==> src/rtl/latch_reader.sv <==
// Latched-event reader: synchronizes external SR-latch outputs, clears each latch
// after capture and queues {channel mask, timestamp} tags in a fall-through FIFO.

module latch_reader_ch #(
  parameter int CLR_CYC = 2
) (
  input  logic clk,
  input  logic rst,
  input  logic qs,
  output logic mask,
  output logic latch_r
);
  typedef enum logic [1:0] {IDLE, CLEAR, WAIT_LOW} state_e;
  localparam int CW = (CLR_CYC > 1) ? $clog2(CLR_CYC) : 1;

  state_e        state_q, state_d;
  logic [CW-1:0] cnt_q, cnt_d;

  always_ff @(posedge clk) begin
    if (rst) begin
      state_q <= IDLE;
      cnt_q   <= '0;
    end else begin
      state_q <= state_d;
      cnt_q   <= cnt_d;
    end
  end

  always_comb begin
    state_d = state_q;
    cnt_d   = cnt_q;
    mask    = 1'b0;
    latch_r = 1'b0;
    unique case (state_q)
      IDLE: if (qs) begin
        mask    = 1'b1;
        state_d = CLEAR;
        cnt_d   = '0;
      end
      CLEAR: begin
        latch_r = 1'b1;
        if (cnt_q == CW'(CLR_CYC - 1)) state_d = WAIT_LOW;
        else                           cnt_d   = cnt_q + CW'(1);
      end
      // Stay out of IDLE until the latch is seen low, so one event gives one tag.
      WAIT_LOW: if (!qs) state_d = IDLE;
      default: state_d = IDLE;
    endcase
  end
endmodule

module latch_reader #(
  parameter int NCH     = 4,
  parameter int TS_W    = 32,
  parameter int DEPTH   = 16,
  parameter int CLR_CYC = 2
) (
  input  logic                    clk,
  input  logic                    rst,
  input  logic [NCH-1:0]          latch_q,
  output logic [NCH-1:0]          latch_r,
  output logic [NCH+TS_W-1:0]     tag_data,
  output logic                    tag_valid,
  input  logic                    tag_ready,
  output logic [$clog2(DEPTH):0]  fifo_level,
  output logic                    overflow,
  input  logic                    ovf_clr
);
  localparam int AW = $clog2(DEPTH);
  localparam int LW = AW + 1;
  localparam int TW = NCH + TS_W;

  logic [NCH-1:0]  s1_q, s1_d, s2_q, s2_d;
  logic [TS_W-1:0] ts_q, ts_d;
  logic [NCH-1:0]  mask;
  logic [AW-1:0]   wr_ptr_q, wr_ptr_d, rd_ptr_q, rd_ptr_d;
  logic [LW-1:0]   level_q, level_d;
  logic            overflow_q, overflow_d;
  logic            push, pop, full, wr_en, drop;
  logic [TW-1:0]   wr_data;
  logic [TW-1:0]   mem_q [DEPTH];

  for (genvar g = 0; g < NCH; g++) begin : g_ch
    latch_reader_ch #(.CLR_CYC(CLR_CYC)) u_ch (
      .clk     (clk),
      .rst     (rst),
      .qs      (s2_q[g]),
      .mask    (mask[g]),
      .latch_r (latch_r[g])
    );
  end

  always_comb begin
    s1_d      = latch_q;
    s2_d      = s1_q;
    ts_d      = ts_q + TS_W'(1);
    push      = |mask;
    tag_valid = (level_q != '0);
    pop       = tag_valid & tag_ready;
    full      = (level_q == LW'(DEPTH));
    // When full, a pop in the same cycle frees the slot being written.
    wr_en     = push & (~full | pop);
    drop      = push & full & ~pop;
    wr_data   = {mask, ts_q};
    wr_ptr_d  = wr_en ? wr_ptr_q + AW'(1) : wr_ptr_q;
    rd_ptr_d  = pop   ? rd_ptr_q + AW'(1) : rd_ptr_q;
    level_d   = level_q;
    unique case ({wr_en, pop})
      2'b10:   level_d = level_q + LW'(1);
      2'b01:   level_d = level_q - LW'(1);
      default: level_d = level_q;
    endcase
    overflow_d = drop | (overflow_q & ~ovf_clr);
  end

  always_ff @(posedge clk) begin
    if (rst) begin
      s1_q       <= '0;
      s2_q       <= '0;
      ts_q       <= '0;
      wr_ptr_q   <= '0;
      rd_ptr_q   <= '0;
      level_q    <= '0;
      overflow_q <= 1'b0;
    end else begin
      s1_q       <= s1_d;
      s2_q       <= s2_d;
      ts_q       <= ts_d;
      wr_ptr_q   <= wr_ptr_d;
      rd_ptr_q   <= rd_ptr_d;
      level_q    <= level_d;
      overflow_q <= overflow_d;
    end
  end

  // Storage needs no reset: contents are only observed behind tag_valid.
  always_ff @(posedge clk) begin
    if (wr_en && !rst) mem_q[wr_ptr_q] <= wr_data;
  end

  assign tag_data   = mem_q[rd_ptr_q];
  assign fifo_level = level_q;
  assign overflow   = overflow_q;
endmodule
==> config.mk <==
export PLATFORM = sky130hd
export DESIGN_NAME = latch_reader
export DESIGN_NICKNAME = d
export VERILOG_FILES = /design/src/rtl/latch_reader.sv
export SDC_FILE = /design/constraint.sdc
export NUM_CORES = 1
export LEC_CHECK = 0
export CORE_ASPECT_RATIO = 2
export CORE_UTILIZATION = 30
export CTS_CLUSTER_SIZE = 10
export DETAILED_ROUTE_END_ITERATION = 8
export GPL_TIMING_DRIVEN = 0
export PLACE_DENSITY = 0.47
export SLEW_MARGIN = 20
export SYNTH_ARGS = -nofsm -noshare
export SYNTH_HDL_FRONTEND = slang
export SYNTH_SLANG_ARGS = --single-unit
==> constraint.sdc <==
create_clock -name clk -period 4.3 [get_ports clk]
set_input_delay 0.645 -clock clk [delete_from_list [all_inputs] [get_ports clk]]
set_output_delay 0.645 -clock clk [all_outputs]
set_load 0.01 [all_outputs]
==> reports/metrics.csv, run 1 <==
stage;metric;value;unit
global_routing;first-pass GRT wire length;89100;µm
critical_path;crit end category;output pin;
timing;Final Setup Violations;0;
clocking;worst skew pair latency;0.61;ns
final_layout;fillers;7501;
yosys;Synth Net Count;1167;
floorplan;Initial Util;30.3;%
floorplan;Rows;148;
final_layout;Syn-to-layout area delta;19.9;%
yosys;Syn Area/Cell;21.5;µm²
critical_path;FF-to-FF setup slack;0.78;ns
floorplan;Die Footprint;83600;µm²
place;RD Place Congestion;0.707;
timing;Slew @ Worst Pin;1.03;ns
timing;setup TNS;0;ns
final_layout;fin area;29600;µm²
job;max-cap viol count;0;
detailed_routing;First DRT Iteration DRCs;763;
final_layout;nets@finish;1344;
timing;Max Slew Vio Count;0;
hold_path;worst hold path type;reg -> reg;
critical_path;reg2reg end;mem_q[5][23];
final_layout;Antenna Diode Count;0;
final_layout;fraction of layout instances using a drive strength above 1;27.2;%
critical_path;Setup crit end;tag_data[6];
status;status;finished, final reports clean;
global_routing;vias in the first global route;13000;
yosys;cells after synthesis;1149;
yosys;sequential area share after synthesis;75.6;%
power;leakage power;9.13;nW
timing;Setup Skew;0.0170;ns
yosys;main area contributors after synthesis;edfxtp_1, mux4_2, dfxtp_1;
power;Power Dens Cells;509;nW/µm²
yosys;Netlist Area Pre-Place;24700;µm²
final_layout;Multi-input gate area;5800;µm²
clocking;clock tree buffer depth;3;
floorplan;core box area;81500;µm²
timing;hold slack;0.435;ns
critical_path;Setup Crit Path Kind;reg -> out;
yosys;Distinct cells, synth;40;
timing;headroom to the max-slew limit;31.4;%
detailed_routing;DR vias/cell;4.85;
critical_path;crit-path max FO;10;
detailed_routing;DRC Markers;0;
clocking;total number of H-tree levels;3;
clocking;Post-CTS Setup Bufs;0;
timing;f_max;0.240;GHz
yosys;area leader, netlist;edfxtp_1;
global_routing;grt ovf;0;
clocking;CTS Sinks;646;
detailed_routing;Avg WL per Cell;25.1;µm
clocking;CTS clk-pin slew, worst paths;0.05;ns
timing;count of final hold-check violations;0;
global_routing;largest net degree at the start of global routing;23;
clocking;hold-fix buffer count after cts;0;
detailed_routing;Initial DRT Pass Iterations;5;
global_routing;initial antenna violation count;0;
floorplan;IO Count;55;
detailed_routing;DR vias;11800;
critical_path;CP startpoint kind;flip-flop;
timing;unrepaired setup endpoints after global routing;no;
final_layout;final core occ;36.4;%
critical_path;Worst Path Arrival;3.52;ns
global_routing;GRT Overall Usage;15.0;%
clocking;cts bufs inserted;74;
floorplan;DIE WIDTH;205;µm
yosys;count leader, synth;edfxtp_1;
critical_path;critical path required time;3.65;ns
clocking;Root Driver;clkbuf_16;
floorplan;Die Ht;408;µm
detailed_routing;final WL;60900;µm
detailed_routing;post-route ant nets;0;
critical_path;Critical R2R Launch;g_ch[0].u_ch.state_q[0];
yosys;FF+latch count, synth;646;
place;IO Port Bufs;53;
place;area post-placement;27500;µm²
timing;min Tclk post-route;4.17;ns
power;Max rail drop VDD;311;µV
critical_path;Reg2Reg Depth;7;
final_layout;Seq. cell area;18700;µm²
yosys;synthesis warning total;0;
yosys;Yosys top cell area share;70.0;%
timing;fin crit share;96.9;%
yosys;most common library cells after synthesis;edfxtp_1, mux4_2, dfxtp_1;
yosys;Post-synth ARST share;0;%
yosys;EDFF count, synth;576;
clocking;CTS tree;yes;
place;HPWL after DPL;40300;µm
yosys;Post-synth top flop;edfxtp_1;
[flip-flops by register name (all words and copies together), names as in the netlist, named ones only]
name,cells
g_ch.u_ch.cnt_q,4
s2_q,4
rd_ptr_q,4
fifo_level,5
mem_q,576
wr_ptr_q,4
ts_q,32
overflow,1
s1_q,4
g_ch.u_ch.state_q,8
[worst max-delay path, stage by stage, from the launching register on]
cell	delay (ns)
dfxtp_1	0.30
buf_2	0.30
buf_2	0.36
clkdlybuf4s15_2	0.50
mux4_2	0.38
mux4_2	0.54
clkdlybuf4s50_1	0.51
[worst min path at each step]
| stage | from | to | slack [ns] | cells past startpoint |
|---|---|---|---|---|
| 2_1_floorplan | s1_q[0] | s2_q[0] | 0.41 | 1 |
| 3_3_place_gp | s1_q[2] | s2_q[2] | 0.42 | 1 |
| 3_5_place_dp | s1_q[0] | s2_q[0] | 0.43 | 1 |
| 4_1_cts | s1_q[0] | s2_q[0] | 0.44 | 1 |
| 5_1_grt | s1_q[1] | s2_q[1] | 0.45 | 1 |
| 6_report | s1_q[1] | s2_q[1] | 0.43 | 1 |
[cells in the final DEF (no fill, tap or decap), drive strengths merged, types with 2 or more instances in the layout]
cell type / count
nand2: 19
dfxtp: 70
inv: 19
nand4: 8
nor3b: 5
nand3: 11
ha: 9
clkdlybuf4s50: 53
buf: 80
or3: 6
xnor2: 26
nor2: 61
clkinv: 3
nor4: 10
nand2b: 5
mux2i: 5
edfxtp: 576
mux4: 180
nor2b: 17
and4: 5
nand3b: 7
clkbuf: 138
a21oi: 17
nor3: 18
or4: 2
o21ai: 6
xor2: 8
[final cells by class]
cell class              instances  area share [%]
clock inverters                 7           0.245
inverters                      15           0.190
multi-input cells             432            19.6
plain buffers                  56            1.09
flip-flops and latches        646            63.1
well taps                    1050            4.43
clock buffers                 116            6.85
repair buffers                101            4.51
[logic make-up after synthesis]
family / count (synthesis) / synth area share [%]
flip-flops: 646 / 75.6
AO/OA/AOI/OAI: 27 / 0.658
AND/OR/NAND/NOR: 175 / 3.81
buffers and inverters: 71 / 1.45
multiplexers: 186 / 16.7
XOR/XNOR: 34 / 1.20
adder cells (fa/ha/maj): 10 / 0.537
[metrics by stage]
step	power (W)	setup slack, ns	cells
2_1_floorplan	0.00867	-0.0343	1149
3_3_place_gp	0.00959	-4.68	2252
3_5_place_dp	0.00965	0.327	2300
4_1_cts	0.0153	0.0237	2423
5_1_grt	0.0156	0.00971	2423
6_report	0.0151	0.135	2423
[power breakdown]
part,internal [W],switching (W)
combinational,0.00130,0.00119
sequential,0.00687,0.0000714
clock,0.00323,0.00241
[metal layers]
layer  routed length [µm]  global-route usage (%)  share of wire, %  vias up
met4                 1440                    4.87               2.4        0
met1                23700                    17.4                39     6370
met3                 1830                    2.34               3.0       86
met2                34000                    27.8                56      225
li1                     -                       -                 -     5071
met5                    0                       0                 0        -
[what timing repair did]
action | CTS | global route
pin swaps | 0 | 0
resized for setup | 20 | 1
endpoints found under the setup margin | 36 | 1
(Power assumes the default switching activity.)
==> run 2: changes to the inputs <==
GPL_TIMING_DRIVEN = 1   (was 0)
SKIP_CTS_REPAIR_TIMING = 1   (was default)
==> reports/metrics.csv, run 2 (synthesis results as in run 1) <==
stage;metric;value;unit;change
clocking;total number of H-tree levels;3;;unchanged
final_layout;Antenna Diode Count;0;;unchanged
clocking;CTS clk-pin slew, worst paths;0.06;ns;was 0.05 ns
final_layout;Largest Register;mem_q;;unchanged
critical_path;CP startpoint kind;flip-flop;;unchanged
clocking;clock tree buffer depth;3;;unchanged
detailed_routing;Initial DRT Pass Iterations;4;;was 5
critical_path;crit end category;output pin;;unchanged
hold_path;Min-Delay Path Depth;1;;unchanged
timing;fin crit share;87.0;%;was 96.9%
final_layout;nets@finish;1287;;was 1344
timing;f_max;0.267;GHz;was 0.240 GHz
critical_path;crit-path max FO;57;;was 10
timing;count of final hold-check violations;0;;unchanged
global_routing;GRT Overall Usage;14.5;%;was 15.0%
detailed_routing;DR vias/cell;4.85;;about the same
power;Clk pwr share;38.2;%;was 37.4%
final_layout;commonest non-fill, non-tap cell in the layout;edfxtp_1;;unchanged
place;area post-placement;27000;µm²;was 27500 µm²
timing;headroom to the max-slew limit;40.4;%;was 31.4%
critical_path;Reg2Reg Depth;10;;was 7
final_layout;fin area;29100;µm²;was 29600 µm²
timing;min Tclk post-route;3.74;ns;was 4.17 ns
final_layout;biggest regs;mem_q x576, ts_q x32, g_ch.u_ch.state_q x8;;unchanged
critical_path;CP max-delay cell;mux4_2;;unchanged
floorplan;Die Footprint;83600;µm²;unchanged
timing;Max Slew Vio Count;0;;unchanged
floorplan;Die Ht;408;µm;unchanged
detailed_routing;DR vias;11500;;was 11800
final_layout;fillers;7493;;was 7501
job;max-cap viol count;0;;unchanged
detailed_routing;post-route ant nets;0;;unchanged
power;P_int;0.0115;W;was 0.0114 W
power;leakage power;8.88;nW;was 9.13 nW
clocking;CTS Sinks;646;;unchanged
global_routing;vias in the first global route;12500;;was 13000
timing;hold slack;0.433;ns;was 0.435 ns
critical_path;critical path required time;3.65;ns;about the same
power;switching power;0.00351;W;was 0.00368 W
detailed_routing;final WL;58600;µm;was 60900 µm
critical_path;crit-path cells;buf_12 -> mux4_2 -> mux4_2 -> clkdlybuf4s50_1;;was buf_2 -> buf_2 -> clkdlybuf4s15_2 -> mux4_2 -> mux4_2 -> clkdlybuf4s50_1
power;Power Dens Cells;514;nW/µm²;was 509 nW/µm²
critical_path;Max stage delay on crit path;0.61;ns;was 0.54 ns
global_routing;initial antenna violation count;0;;unchanged
critical_path;Setup Crit Path Kind;reg -> out;;unchanged
final_layout;Largest register FFs;576;;unchanged
critical_path;CP most frequent cell;mux4_2;;
timing;Final Setup Violations;0;;unchanged
final_layout;commonest cells after routing, fill and taps aside;edfxtp_1, mux4_2, clkbuf_16;;unchanged
timing;unrepaired setup endpoints after global routing;no;;unchanged
clocking;Root Driver;clkbuf_16;;unchanged
hold_path;worst hold path type;reg -> reg;;unchanged
detailed_routing;Avg WL per Cell;24.8;µm;was 25.1 µm
clocking;CTS tree;yes;;unchanged
timing;Setup Skew;0.0282;ns;was 0.0170 ns
global_routing;largest net degree at the start of global routing;69;;was 23
global_routing;first-pass GRT wire length;86500;µm;was 89100 µm
floorplan;Initial Util;30.3;%;unchanged
critical_path;Worst Path Arrival;3.09;ns;was 3.52 ns
power;Comb power frac;15.2;%;was 16.6%
global_routing;grt ovf;0;;unchanged
clocking;worst skew pair latency;0.61;ns;about the same
power;Sw Share;23.4;%;was 24.4%
place;HPWL after DPL;32600;µm;was 40300 µm
place;RD Place Congestion;0.697;;was 0.707
floorplan;DIE WIDTH;205;µm;unchanged
detailed_routing;DRC Markers;0;;unchanged
power;Max rail drop VDD;306;µV;was 311 µV
power;Flop pwr share;46.6;%;was 46.0%
floorplan;Rows;148;;unchanged
final_layout;Syn-to-layout area delta;17.8;%;was 19.9%
floorplan;core box area;81500;µm²;unchanged
timing;Slew @ Worst Pin;0.893;ns;was 1.03 ns
place;IO Port Bufs;54;;was 53
final_layout;fraction of layout instances using a drive strength above 1;26.0;%;was 27.2%
detailed_routing;First DRT Iteration DRCs;739;;was 763
floorplan;IO Count;55;;unchanged
status;status;finished, final reports clean;;unchanged
clocking;cts bufs inserted;74;;unchanged
==> run 2: worst max-delay path, delay by kind of cell, from the launching register on <==
| kind | cells | cell delay (ns) |
|---|---|---|
| DFF | 1 | 0.39 |
| buffers and inverters | 2 | 0.90 |
| muxes | 2 | 1.12 |
==> run 2: final timing paths <==
path	start	to	slack, ns
worst max-delay path	flip-flop	tag_data[16]	0.56
worst min-delay path	s1_q[1]	s2_q[1]	0.43
worst min register to register	s1_q[1]	s2_q[1]	0.43
worst max register to register	fifo_level[0]	fifo_level[4]	1.33
==> run 2: cell type report <==
type | count | area [µm²] | area share (%)
clock buffer | 122 | 2130 | 7.31
clock inverter | 1 | 16.3 | 0.0559
inverter | 15 | 56.3 | 0.193
multi-input combinational | 432 | 5770 | 19.8
sequential | 646 | 18700 | 64.3
tap | 1050 | 1310 | 4.51
timing repair buffer | 100 | 1120 | 3.84
==> run 2: per-stage QoR <==
stage	TNS, ns	setup slack, ns	std cells	util (%)	power, W
after floorplan	-4.42	-0.0343	1149	-	0.00867
after global placement	0	0.987	2243	33.1	0.00946
after detailed placement	0	0.988	2243	33.1	0.00946
after CTS	0	0.437	2366	35.7	0.0152
after global routing	0	0.387	2366	35.7	0.0156
final	0	0.561	2366	35.7	0.0150
==> run 2: metal layers <==
| metal | up-vias | track usage (%) | wire [µm] |
|---|---|---|---|
| met3 | 77 | 2.22 | 2250 |
| met2 | 216 | 26.2 | 32100 |
| li1 | 4954 | - | - |
| met5 | - | 0 | 0 |
| met1 | 6224 | 17.4 | 23100 |
| met4 | 0 | 4.53 | 1220 |
==> run 2: power groups by stage <==
stage	Sequential (W)	Combinational [W]	Clock [W]
after floorplan	0.00706	0.00161	0
after global placement	0.00710	0.00236	0
after detailed placement	0.00710	0.00235	0
after CTS	0.00697	0.00236	0.00590
after global routing	0.00699	0.00246	0.00610
final	0.00697	0.00228	0.00572
==> run 3: changes to the inputs <==
ABC_CLOCK_PERIOD_IN_PS = 4300   (was default)
==> results of run 3 <==
Same layout as run 2: the final DEF is identical, and so are final timing and power.
